### src/rtl/keypad_pkg.sv
// rtl/keypad_pkg.sv - shared types, column codes and helpers for the keypad scanner
package keypad_pkg;

    typedef enum logic [1:0] {SCAN, DEBOUNCE, PRESSED, RELEASE} state_t;

    localparam logic [3:0] COL0      = 4'b1110;
    localparam logic [3:0] COL1      = 4'b1101;
    localparam logic [3:0] COL2      = 4'b1011;
    localparam logic [3:0] COL3      = 4'b0111;
    localparam logic [3:0] ROWS_IDLE = 4'b1111;
    localparam int         KEY_W     = 4;

    function automatic logic one_low(input logic [3:0] v);
        return ($countones(~v) == 1);
    endfunction

    // Index of the lowest zero bit; only meaningful when exactly one bit is low.
    function automatic logic [1:0] low_idx(input logic [3:0] v);
        logic [1:0] idx;
        idx = 2'd0;
        for (int i = 3; i >= 0; i--) begin
            if (!v[i]) idx = 2'(i);
        end
        return idx;
    endfunction

    function automatic logic [3:0] next_col(input logic [3:0] c);
        return {c[2:0], c[3]};
    endfunction

endpackage

### src/rtl/sync_2ff.sv
// rtl/sync_2ff.sv - 4-bit two-flop synchronizer, resets to all-high (idle active-low inputs)
module sync_2ff (
    input  logic       clk,
    input  logic       reset,
    input  logic [3:0] d_in,
    output logic [3:0] d_out
);

    logic [3:0] meta_q, meta_d;
    logic [3:0] sync_q, sync_d;

    always_comb begin
        meta_d = d_in;
        sync_d = meta_q;
    end

    always_ff @(posedge clk or posedge reset) begin
        if (reset) begin
            meta_q <= 4'b1111;
            sync_q <= 4'b1111;
        end else begin
            meta_q <= meta_d;
            sync_q <= sync_d;
        end
    end

    assign d_out = sync_q;

endmodule

### src/rtl/keypad_scan_decoder.sv
// rtl/keypad_scan_decoder.sv - 4x4 matrix keypad scanner with press/release debounce
module keypad_scan_decoder
    import keypad_pkg::*;
#(
    parameter int SCAN_DIV     = 50000,
    parameter int DEBOUNCE_CNT = 1000000
) (
    input  logic             clk,
    input  logic             reset,
    input  logic [3:0]       row,
    output logic [3:0]       col,
    output logic [KEY_W-1:0] key_code,
    output logic             key_valid,
    output logic             key_held
);

    localparam int PS_W = $clog2(SCAN_DIV);
    localparam int DB_W = $clog2(DEBOUNCE_CNT);
    localparam logic [PS_W-1:0] PS_LAST = PS_W'(SCAN_DIV - 1);
    localparam logic [DB_W-1:0] DB_LAST = DB_W'(DEBOUNCE_CNT - 1);

    logic [3:0] row_s;

    sync_2ff u_row_sync (
        .clk   (clk),
        .reset (reset),
        .d_in  (row),
        .d_out (row_s)
    );

    state_t           state_q, state_d;
    logic [PS_W-1:0]  prescale_q, prescale_d;
    logic [DB_W-1:0]  deb_q, deb_d;
    logic [3:0]       col_q, col_d;
    logic [3:0]       row_cap_q, row_cap_d;
    logic [KEY_W-1:0] cap_code_q, cap_code_d;
    logic [KEY_W-1:0] key_code_q, key_code_d;
    logic             key_valid_q, key_valid_d;
    logic             key_held_q, key_held_d;

    logic scan_tick, row_hit, cap_match, rows_idle, deb_done;

    assign scan_tick = (prescale_q == PS_LAST);
    assign row_hit   = one_low(row_s);
    assign cap_match = (row_s == row_cap_q);
    assign rows_idle = (row_s == ROWS_IDLE);
    assign deb_done  = (deb_q == DB_LAST);

    always_ff @(posedge clk or posedge reset) begin
        if (reset) begin
            state_q     <= SCAN;
            prescale_q  <= '0;
            deb_q       <= '0;
            col_q       <= COL0;
            row_cap_q   <= ROWS_IDLE;
            cap_code_q  <= '0;
            key_code_q  <= '0;
            key_valid_q <= 1'b0;
            key_held_q  <= 1'b0;
        end else begin
            state_q     <= state_d;
            prescale_q  <= prescale_d;
            deb_q       <= deb_d;
            col_q       <= col_d;
            row_cap_q   <= row_cap_d;
            cap_code_q  <= cap_code_d;
            key_code_q  <= key_code_d;
            key_valid_q <= key_valid_d;
            key_held_q  <= key_held_d;
        end
    end

    always_comb begin
        state_d = state_q;
        case (state_q)
            SCAN:     if (scan_tick && row_hit) state_d = DEBOUNCE;
            DEBOUNCE: if (!cap_match) state_d = SCAN;
                      else if (deb_done) state_d = PRESSED;
            PRESSED:  if (rows_idle) state_d = RELEASE;
            RELEASE:  if (!rows_idle) state_d = PRESSED;
                      else if (deb_done) state_d = SCAN;
            default:  state_d = SCAN;
        endcase
    end

    always_comb begin
        prescale_d  = prescale_q;
        deb_d       = deb_q;
        col_d       = col_q;
        row_cap_d   = row_cap_q;
        cap_code_d  = cap_code_q;
        key_code_d  = key_code_q;
        key_valid_d = 1'b0;
        key_held_d  = key_held_q;
        case (state_q)
            SCAN: begin
                prescale_d = scan_tick ? '0 : prescale_q + 1'b1;
                if (scan_tick) begin
                    if (row_hit) begin
                        row_cap_d  = row_s;
                        cap_code_d = {low_idx(row_s), low_idx(col_q)};
                    end else begin
                        col_d = next_col(col_q);
                    end
                end
            end
            DEBOUNCE: begin
                if (!cap_match) begin
                    col_d = next_col(col_q);
                end else if (deb_done) begin
                    key_code_d  = cap_code_q;
                    key_valid_d = 1'b1;
                    key_held_d  = 1'b1;
                end else begin
                    deb_d = deb_q + 1'b1;
                end
            end
            RELEASE: begin
                if (rows_idle) begin
                    if (deb_done) begin
                        key_held_d = 1'b0;
                        col_d      = next_col(col_q);
                    end else begin
                        deb_d = deb_q + 1'b1;
                    end
                end
            end
            default: ;
        endcase
        // Every state change restarts both counters, so SCAN re-entry begins a fresh strobe.
        if (state_d != state_q) begin
            deb_d      = '0;
            prescale_d = '0;
        end
    end

    assign col       = col_q;
    assign key_code  = key_code_q;
    assign key_valid = key_valid_q;
    assign key_held  = key_held_q;

endmodule

### config.mk
export PLATFORM = sky130hd
export DESIGN_NAME = keypad_scan_decoder
export DESIGN_NICKNAME = d
export VERILOG_FILES = /design/src/rtl/keypad_pkg.sv /design/src/rtl/sync_2ff.sv /design/src/rtl/keypad_scan_decoder.sv
export SDC_FILE = /design/constraint.sdc
export NUM_CORES = 1
export LEC_CHECK = 0
export ABC_CLOCK_PERIOD_IN_PS = 5550
export CAP_MARGIN = 20
export CORE_AREA = 2 2 88 90
export DETAILED_ROUTE_END_ITERATION = 6
export DIE_AREA = 0 0 90 92
export DONT_BUFFER_PORTS = 1
export SYNTH_ARGS = -nofsm -noshare
export SYNTH_HDL_FRONTEND = slang
export SYNTH_SLANG_ARGS = --single-unit
### constraint.sdc
create_clock -name clk -period 5.55 [get_ports clk]
set_clock_uncertainty 0.05 [all_clocks]
set_input_delay 0.8325 -clock clk [delete_from_list [all_inputs] [get_ports clk]]
set_output_delay 0.8325 -clock clk [all_outputs]
set_load 0.01 [all_outputs]
## Word-level counts from Yosys, hierarchy flattened

Index checks and enable logic that the tools add are counted.

- Bitwise operators: 1
- Add/subtract/negate cells: 5
- Eq/ne operators: 18
- Reduce and logical (&&, ||, !) cells: 11
- Muxes and demuxes: 37

Operators by type and width:

| operator | count |
|---|---|
| $mux 20 | 4 |
| $mux 16 | 3 |
| $pmux 20 s2 | 1 |
| $mux 2 | 14 |
| $add 20x1->20 const B | 1 |
| $eq 20x20->1 const B | 1 |
| $mux 4 | 5 |
| $add 16x1->16 const B | 1 |
| $eq 16x16->1 const B | 1 |
| $ne 2x2->1 const B | 7 |
| $pmux 4 s3 | 1 |
| $reduce_and 3->1 | 3 |
| $pmux 2 s4 | 1 |
| $mux 1 | 7 |
| $ne 3x3->1 const B | 2 |
| $reduce_and 6->1 | 1 |
| $reduce_bool 3->1 | 2 |
| $reduce_and 5->1 | 1 |
| $add 1x1->2 | 2 |
| $eq 2x2->1 const B | 2 |
| $eq 4x4->1 | 1 |
| $eq 4x4->1 const B | 1 |
| $not 4->4 | 1 |
| $reduce_bool 2->1 | 2 |
| other kinds (7) | 7 |

- Word-level logic and storage cells: 83
- Register bits after elaboration: 64
- Output and inout port bits: 10

## Logic depth before layout (Yosys ltp)

Gate-level depths: netlist (run 1).

- Word-level depth: 10
- Mapped depth: 9
- Mapped depth without buffers: 9

## Cells and area by module

A second synthesis (run 1) with hierarchy kept.

- Cells, all modules: 333
- Area total of the unflattened synthesis: 3318.2 um2

Modules (own cells, without submodules):

| module | cells each | instances | area an instance (um2) |
|---|---|---|---|
| keypad_scan_decoder | 324 | 1 | 3104.2 |
| sync_2ff | 9 | 1 | 214.0 |

## Least setup slack after synthesis (run 1)

Ideal clock, no wire load.

- Path kind: flip-flop to flip-flop
- From: register u_row_sync.sync_q[1], in the netlist u_row_sync.d_out[1]
- To: register deb_q[5]
- Stages on the path, launching flop included: 10
- Path slack: 2771 ps
- Data required time: 5370 ps
- Setup time: 130 ps
- Arrival: 2600 ps
- Period minus slack after synthesis: 2779 ps
- Path through: dfstp_2 -> fa_1 -> inv_1 -> ha_1 -> ha_1 -> nor3b_1 -> a31oi_4 -> a31oi_2 -> buf_4 -> a21oi_1

- Cells in the longest elaborated chain, start to end: 10

RTL lines:

| what | RTL line | source |
|---|---|---|
| from (decl) | sync_2ff.sv:10 | `logic [3:0] sync_q, sync_d;` |
| from (signal assigned) | sync_2ff.sv:23 | `sync_q <= sync_d;` |
| $not 4->4 | keypad_pkg.sv:14 | `return ($countones(~v) == 1);` |
| $add 1x1->2 (not written as such) | keypad_pkg.sv:14 |  |
| $add 2x2->3 (not written as such) | keypad_pkg.sv:14 |  |
| $eq 3x1->1 | keypad_pkg.sv:14 |  |
| $logic_and 1x1->1 | keypad_scan_decoder.sv:76 | `SCAN: if (scan_tick && row_hit) state_d = DEBOUNCE;` |
| $mux 2 | keypad_scan_decoder.sv:76 |  |
| $pmux 2 s4 | keypad_scan_decoder.sv:75 | `case (state_q)` |
| $ne 2x2->1 | keypad_scan_decoder.sv:131 | `if (state_d != state_q) begin` |
| $ne 3x3->1 (no source line) or $reduce_bool 3->1 (tied branches) | - |  |
| $reduce_and 3->1 (no source line) | - |  |
| to (signal assigned) | keypad_scan_decoder.sv:53 | `deb_q <= '0;` |
| to (signal assigned) | keypad_scan_decoder.sv:63 | `deb_q <= deb_d;` |
| to (decl) | keypad_scan_decoder.sv:33 | `logic [DB_W-1:0] deb_q, deb_d;` |

Several ways; a longest one is shown, not always the timed one.
A chain may end at the register's enable or synchronous reset.

## Worst setup path after layout (run 1)

- From: register u_row_sync.sync_q[3], in the netlist u_row_sync.d_out[3]
- To: register deb_q[6]

The elaborated chain is that of the path after synthesis.

==> reports/metrics.csv, run 1 <==
stage;metric;value;unit
synthesis;EDFF count, synth;0;
timing;Worst slew margin;31.05;%
routing;Initial DRT Pass Iterations;4;
die;starting density of the core;44.44;%
worst_setup_path;WP data arrival;3.71;ns
timing;max-slew violations;0;
clocking;Post-CTS Resized;0;
placed_design;detailed placement HPWL;4356;um
synthesis;most common cell in the synthesized netlist;dfrtp_1;
finish;Nets;348;
synthesis;largest family of logic cells by synthesized area;simple AND/OR/NAND/NOR gates;
synthesis;Mapped Nets;346;
global_route;total gr overflow;0;
finish;n_diodes;0;
clocking;CTS Sinks;64;
timing;RSZ-0062 raised after global routing;no;
clocking;post-CTS setup buffer count;0;
run_status;status;finished clean;
synthesis;ys flop type;dfrtp_1;
worst_setup_path;worst reg2reg path depth;8;
placed_design;placed cell area;3364;um2
synthesis;Synth Register Bits;64;
routing;Wirelength per Cell;14.79;um
worst_setup_path;worst-path maximum fanout;37;
routing;vias after detailed routing;2490;
synthesis;Simple-Gate Fraction of Synth Area;24.35;%
routing;Post-route DRC;0;
run;# Max-Cap Violations;0;
worst_setup_path;most used cell, CP;ha_1;
timing;period utilisation layout;64.72;%
timing;final hold slack;0.3007;ns
worst_setup_path;Crit. End Element;flip-flop;
finish;fraction of final layout cells with drive strength greater than 1;16.42;%
worst_setup_path;max incr delay on CP;0.95;ns
routing;DRT iter0 DRCs;110;
synthesis;Synth Cell Area;3309;um2
worst_setup_path;crit-path cells;fa_1, inv_1, ha_1, ha_1, nor3b_1, a31oi_4, a31oi_2, a21oi_1;
synthesis;yosys synthesis warning count;0;
global_route;vias in the first global route;2358;
routing;post-route ant nets;0;
clocking;cts hold-fix bufs;0;
global_route;pin count of the biggest net entering global routing;65;
timing;Worst Max-Slew Pin Slew;1.031;ns
clocking;Num CTS Buffers;9;
routing;total wire length;6550;um
clocking;Worst-Skew Late Latency;0.34;ns
timing;Sum Neg Setup Slack;0;ns
clocking;htree depth;3;
die;io pins;16;
global_route;gr usage total;17.23;%
timing;Setup violations, final;0;
worst_setup_path;Worst path slowest cell;a31oi_2;
synthesis;Synth Area in Compound Gates;13.84;%
global_route;initial antenna violation count;0;
worst_setup_path;crit path kind;flip-flop to flip-flop;
clocking;CTS clock-pin slew for the worst setup and hold paths;0.08;ns
pwr;PwrDens;252.8;nW/um2
worst_setup_path;Worst Path Required;5.67;ns
pwr;total power;901.5;uW
synthesis;mux cell area share after synthesis;4.083;%
synthesis;distinct cell type count after synthesis;61;
synthesis;Mapped Avg Cell Area;9.908;um2
global_route;first-pass GRT wire length;11520;um
worst_setup_path;crit start category;flip-flop;
hold_path;Hold Crit Depth;0;
synthesis;Cells after Synth;334;
synthesis;Post-synth top cells;dfrtp_1, nand2_1, o21ai_0, nand3_1, a21oi_1;
timing;Final Hold Vio Count;0;
synthesis;post-synth top area cell;dfrtp_1;
synthesis;Synth Area in Adders;2.495;%
die;total core area;7447;um2
synthesis;largest cells by area after synthesis;dfrtp_1, dfstp_2, nand2_1, o21ai_0, nand3_1;
synthesis;Yosys top cell area share;37.05;%
timing;min cycle time layout;3.592;ns
die;die width;90;um
pwr;LEAKAGE;1.436;nW
clocking;CTS max path bufs;2;
synthesis;async set or reset register ratio after synthesis;100.0;%
synthesis;sequential fraction of the synthesis area;48.96;%
clocking;Clock Root Buffer;clkbuf_8;
die;cell row count;32;
finish;area grow syn2layout;7.750;%
timing;Max Fclk;278.4;MHz
die;area of the die;8280;um2
placed_design;PortBufs;0;
synthesis;post-synthesis xor/xnor area fraction;2.382;%
die;Die Ht;92;um
clocking;TritonCTS clock tree;done;
routing;Avg Vias per Cell;5.621;
finish;final instance area;3566;um2
pwr;VDD IR max;215.8;uV
hold_path;Tightest Hold Check Type;flip-flop to flip-flop;
placed_design;GPL Wtd Cong;0.7987;
stage by stage:
step,worst slack [ns],util (%),cells
3_3_place_gp,2.034,45.18,427
4_1_cts,1.926,47.88,443
3_5_place_dp,1.933,45.18,427
6_report,1.958,47.88,443
2_1_floorplan,2.771,-,334
5_1_grt,1.670,47.88,443
layer usage:
layer	vias to the layer above	global-route usage (%)	share of wire [%]	routed length (um)
li1	1237	-	-	-
met1	1209	23.32	49	3231
met2	31	26.75	46	2996
met3	13	3.369	2.9	190
met4	0	8.205	2.0	131
met5	-	0	0	0
worst max-delay path, delay by kind of cell, from the launching register on:
family	cells	cell delay [ns]
fa+ha+maj	3	0.78
compound gates	3	1.46
simple gates	1	0.48
flops	1	0.60
buf+inv	1	0.06
state kept, by name, summed over array words and instances, names as in the netlist:
signal	cells
col	4
cap_code_q	4
prescale_q	16
state_q	2
key_code	4
u_row_sync.d_out	4
u_row_sync.meta_q	4
deb_q	20
row_cap_q	4
key_valid	1
key_held	1
layout by cell type (no fill, tap or decap), types with 2 or more instances in the layout:
master / count
nand3b_1: 2
mux2_1: 4
or4_1: 5
nor2_1: 16
o31ai_1: 5
nor3_1: 7
clkbuf_8: 9
a31oi_1: 8
ha_1: 5
o21ai_0: 25
inv_1: 11
nand3_1: 24
a21oi_1: 23
and2_1: 3
nor4_1: 5
nand2_1: 34
nand4_1: 12
dfrtp_1: 49
nor2b_1: 2
mux2_2: 8
xor2_1: 2
nor4b_1: 2
xnor2_1: 7
dfstp_2: 15
or3_1: 13
and3_1: 3
inv_6: 3
nor2_2: 2
o211ai_1: 3
power by group:
part	total (mW)	switching [mW]	internal [mW]
sequential	0.475	0.00327	0.472
combinational	0.0198	0.0146	0.00517
clock	0.407	0.195	0.212
total	0.902	0.213	0.689
final timing paths:
check	startpoint	slack, ns	endpoint
worst min register to register	u_row_sync.meta_q[0]$_DFF_PP1_	0.30	u_row_sync.d_out[0]$_DFF_PP1_
worst min-delay path	u_row_sync.meta_q[0]$_DFF_PP1_	0.30	u_row_sync.d_out[0]$_DFF_PP1_
min in group asynchronous	reset	0.56	prescale_q[10]$_DFFE_PP0P_
worst max-delay path	u_row_sync.d_out[3]$_DFF_PP1_	1.96	deb_q[6]$_DFFE_PP0P_
max in group asynchronous	reset	4.37	state_q[1]$_DFF_PP0_
worst max register to register	u_row_sync.d_out[3]$_DFF_PP1_	1.96	deb_q[6]$_DFFE_PP0P_
cell families after synthesis:
family,Yosys count
AO/OA/AOI/OAI,74
multiplexers,12
AND/OR/NAND/NOR,146
XOR/XNOR,9
buffers and inverters,23
adder cells (fa/ha/maj),6
flip-flops,64
layout make-up:
class                           count  area (um2)
Multi-Input combinational cell    247        1560
Fill cell                         717        3881
Inverter                           13       48.80
Tap cell                          102       127.6
Clock inverter                      7       77.57
Timing Repair Buffer                1       7.507
Sequential cell                    64        1620
Clock buffer                        9       123.9
Note: power is estimated with default switching activity, not from simulation.
==> run 2, diff against run 1 <==
Settings changed: ABC_CLOCK_PERIOD_IN_PS 5550 to 3200.
Clock period 5.55 ns to 3.2 ns, I/O delays scaled along.
==> reports/metrics.csv, run 2 (synthesis gave the netlist of run 1 again) <==
stage;metric;value;unit;change
clocking;cts hold-fix bufs;0;;unchanged
placed_design;GPL Wtd Cong;0.8220;;was 0.7987
timing;Max Fclk;341.3;MHz;was 278.4 MHz
worst_setup_path;worst-path maximum fanout;27;;was 37
pwr;P_int;1.157;mW;was 688.9 uW
finish;most common cell after layout, fill and taps aside;dfrtp_1;;unchanged
timing;Worst slew margin;47.22;%;was 31.05%
timing;max-slew violations;0;;unchanged
clocking;Post-CTS Resized;0;;unchanged
routing;Wirelength per Cell;14.51;um;was 14.79 um
finish;leading cell types in the layout, fill and taps excluded;dfrtp_1, nand2_1, o21ai_0, nand3_1, a21oi_1;;unchanged
finish;fraction of final layout cells with drive strength greater than 1;17.58;%;was 16.42%
finish;area grow syn2layout;8.469;%;was 7.750%
finish;fill count;717;;unchanged
global_route;pin count of the biggest net entering global routing;28;;was 65
clocking;Worst-Skew Late Latency;0.34;ns;about the same
die;io pins;16;;unchanged
timing;min cycle time layout;2.930;ns;was 3.592 ns
placed_design;PortBufs;0;;unchanged
clocking;Clock Root Buffer;clkbuf_8;;unchanged
clocking;CTS max path bufs;2;;unchanged
pwr;Clock power frac;42.5;%;was 45.1%
clocking;post-CTS setup buffer count;0;;unchanged
global_route;total gr overflow;0;;unchanged
run_status;status;finished with violations;;was finished clean
run_status;failing checks;hold timing;;
pwr;VDD IR max;262.1;uV;was 215.8 uV
worst_setup_path;WP data arrival;3.14;ns;was 3.71 ns
die;starting density of the core;44.44;%;unchanged
worst_setup_path;Worst Path Required;3.41;ns;was 5.67 ns
global_route;gr usage total;17.24;%;was 17.23%
timing;Setup violations, final;0;;unchanged
pwr;LEAKAGE;1.462;nW;was 1.436 nW
die;cell row count;32;;unchanged
global_route;first-pass GRT wire length;11540;um;was 11520 um
pwr;Switching Share;22.98;%;was 23.58%
worst_setup_path;worst reg2reg path depth;10;;was 8
clocking;CTS Sinks;64;;unchanged
timing;period utilisation layout;91.57;%;was 64.72%
finish;Largest register FFs;20;;unchanged
routing;vias after detailed routing;2495;;was 2490
global_route;grt met1 use;24.54;%;was 23.32%
finish;biggest regs;deb_q x20, prescale_q x16;;unchanged
clocking;CTS clock-pin slew for the worst setup and hold paths;0.07;ns;was 0.08 ns
timing;final hold slack;-0.002264;ns;was 0.3007 ns
routing;Initial DRT Pass Iterations;4;;unchanged
finish;Nets;354;;was 348
pwr;sw power;345.1;uW;was 212.6 uW
hold_path;Tightest Hold Check Type;input port to asynchronous set/reset pin;;was flip-flop to flip-flop
global_route;met2 usage;26.00;%;was 26.75%
clocking;Num CTS Buffers;9;;unchanged
worst_setup_path;crit start category;flip-flop;;unchanged
placed_design;detailed placement HPWL;4527;um;was 4356 um
routing;total wire length;6517;um;was 6550 um
routing;Post-route DRC;0;;unchanged
routing;DRT iter0 DRCs;160;;was 110
pwr;Sequential Power Share;54.9;%;was 52.7%
timing;Worst Max-Slew Pin Slew;0.7887;ns;was 1.031 ns
pwr;PwrDens;418.3;nW/um2;was 252.8 nW/um2
global_route;met3 Resource Use GR;3.122;%;was 3.369%
worst_setup_path;crit path kind;flip-flop to flip-flop;;unchanged
global_route;gr busiest metal;met2;;unchanged
clocking;TritonCTS clock tree;done;;unchanged
timing;Final Hold Vio Count;1;;was 0
worst_setup_path;Crit. End Element;flip-flop;;unchanged
timing;Sum Neg Setup Slack;0;ns;unchanged
finish;n_diodes;0;;unchanged
pwr;combinational share of power;2.6;%;was 2.2%
routing;post-route ant nets;0;;unchanged
die;die width;90;um;unchanged
routing;Avg Vias per Cell;5.557;;was 5.621
die;Die Ht;92;um;unchanged
die;area of the die;8280;um2;unchanged
placed_design;pre-CTS setup slack;0.2667;ns;was 1.933 ns
timing;RSZ-0062 raised after global routing;no;;unchanged
die;total core area;7447;um2;unchanged
run;# Max-Cap Violations;0;;unchanged
global_route;initial antenna violation count;0;;unchanged
clocking;htree depth;3;;unchanged
global_route;vias in the first global route;2453;;was 2358
finish;Reg with most FFs;deb_q;;unchanged
timing;fin worst setup slack;0.2698;ns;was 1.958 ns
==> run 2: cell count changes in the layout (fill, tap and decap cells not counted) <==
cell,change
clkinvlp_4,-1
inv_6,-3
clkbuf_1,+1
bufinv_16,-1
inv_4,+2
clkbuf_16,+1
clkinv_4,-1
buf_4,+6
clkinv_2,+2
==> run 2: routing by layer <==
metal  routed length (um)  vias to the layer above  share of wire, %
li1                     -                     1249                 -
met1                 3247                     1193                50
met2                 2917                       46                45
met3                  257                        7               3.9
met4                   95                        0               1.5
met5                    0                        -                 0
==> run 2: metrics by stage <==
| step | area, um2 | utilization [%] | hold slack (ns) | instances | power, mW |
|---|---|---|---|---|---|
| floorplan | 3309 | - | 0.2952 | 334 | 0.8643 |
| global placement | 3410 | 45.78 | 0.2953 | 433 | 0.8786 |
| detailed placement | 3410 | 45.78 | 0.2984 | 433 | 0.8793 |
| CTS | 3590 | 48.20 | 0.009193 | 449 | 1.522 |
| global route | 3590 | 48.20 | 0.03966 | 449 | 1.560 |
| finish | 3590 | 48.20 | -0.002264 | 449 | 1.502 |
==> run 2: cell type report <==
class                           instances  area, um2  area share (%)
Sequential cell                        64       1620           45.14
Multi-Input combinational cell        247       1560           43.46
Clock buffer                           11      152.6           4.252
Tap cell                              102      127.6           3.555
Timing Repair Buffer                    7      52.55           1.464
Inverter                               13      48.80           1.359
Clock inverter                          5      27.53          0.7668
==> run 2: final timing paths <==
kind                                                startpoint                        endpoint  slack [ns]
worst max register to register   u_row_sync.d_out[3]$_DFF_PP1_           deb_q[10]$_DFFE_PP0P_        0.27
min in group clk                                        row[0]  u_row_sync.meta_q[0]$_DFF_PP1_        0.09
worst max-delay path             u_row_sync.d_out[3]$_DFF_PP1_           deb_q[10]$_DFFE_PP0P_        0.27
max in group asynchronous                                reset              col[2]$_DFFE_PP1P_        2.36
worst min-delay path                                     reset       cap_code_q[3]$_DFFE_PP0P_      -0.002
worst min register to register  u_row_sync.meta_q[2]$_DFF_PP1_   u_row_sync.d_out[2]$_DFF_PP1_        0.31
==> run 2: power by group through the flow <==
stage                     clock [mW]  combinational [mW]  sequential [mW]
final                          0.639              0.0387            0.824
after global routing           0.689              0.0463            0.825
after CTS                      0.657              0.0407            0.824
after detailed placement           0              0.0404            0.839
after global placement             0              0.0400            0.839
after floorplan                    0              0.0267            0.838
==> run 2: critical path: stages, from the launching register on <==
cell and delay, ns:
dfstp_2 0.60, fa_1 0.43, inv_1 0.06, ha_1 0.13
ha_1 0.22, nor3b_1 0.19, buf_4 0.16, a31oi_4 0.25
buf_4 0.27, or3_1 0.34, a21oi_1 0.15
==> run 3, diff against run 2 <==
Settings changed: CAP_MARGIN 20 to 10.
==> results of run 3 <==
No change in the layout: final DEF, timing and power equal those of run 2.
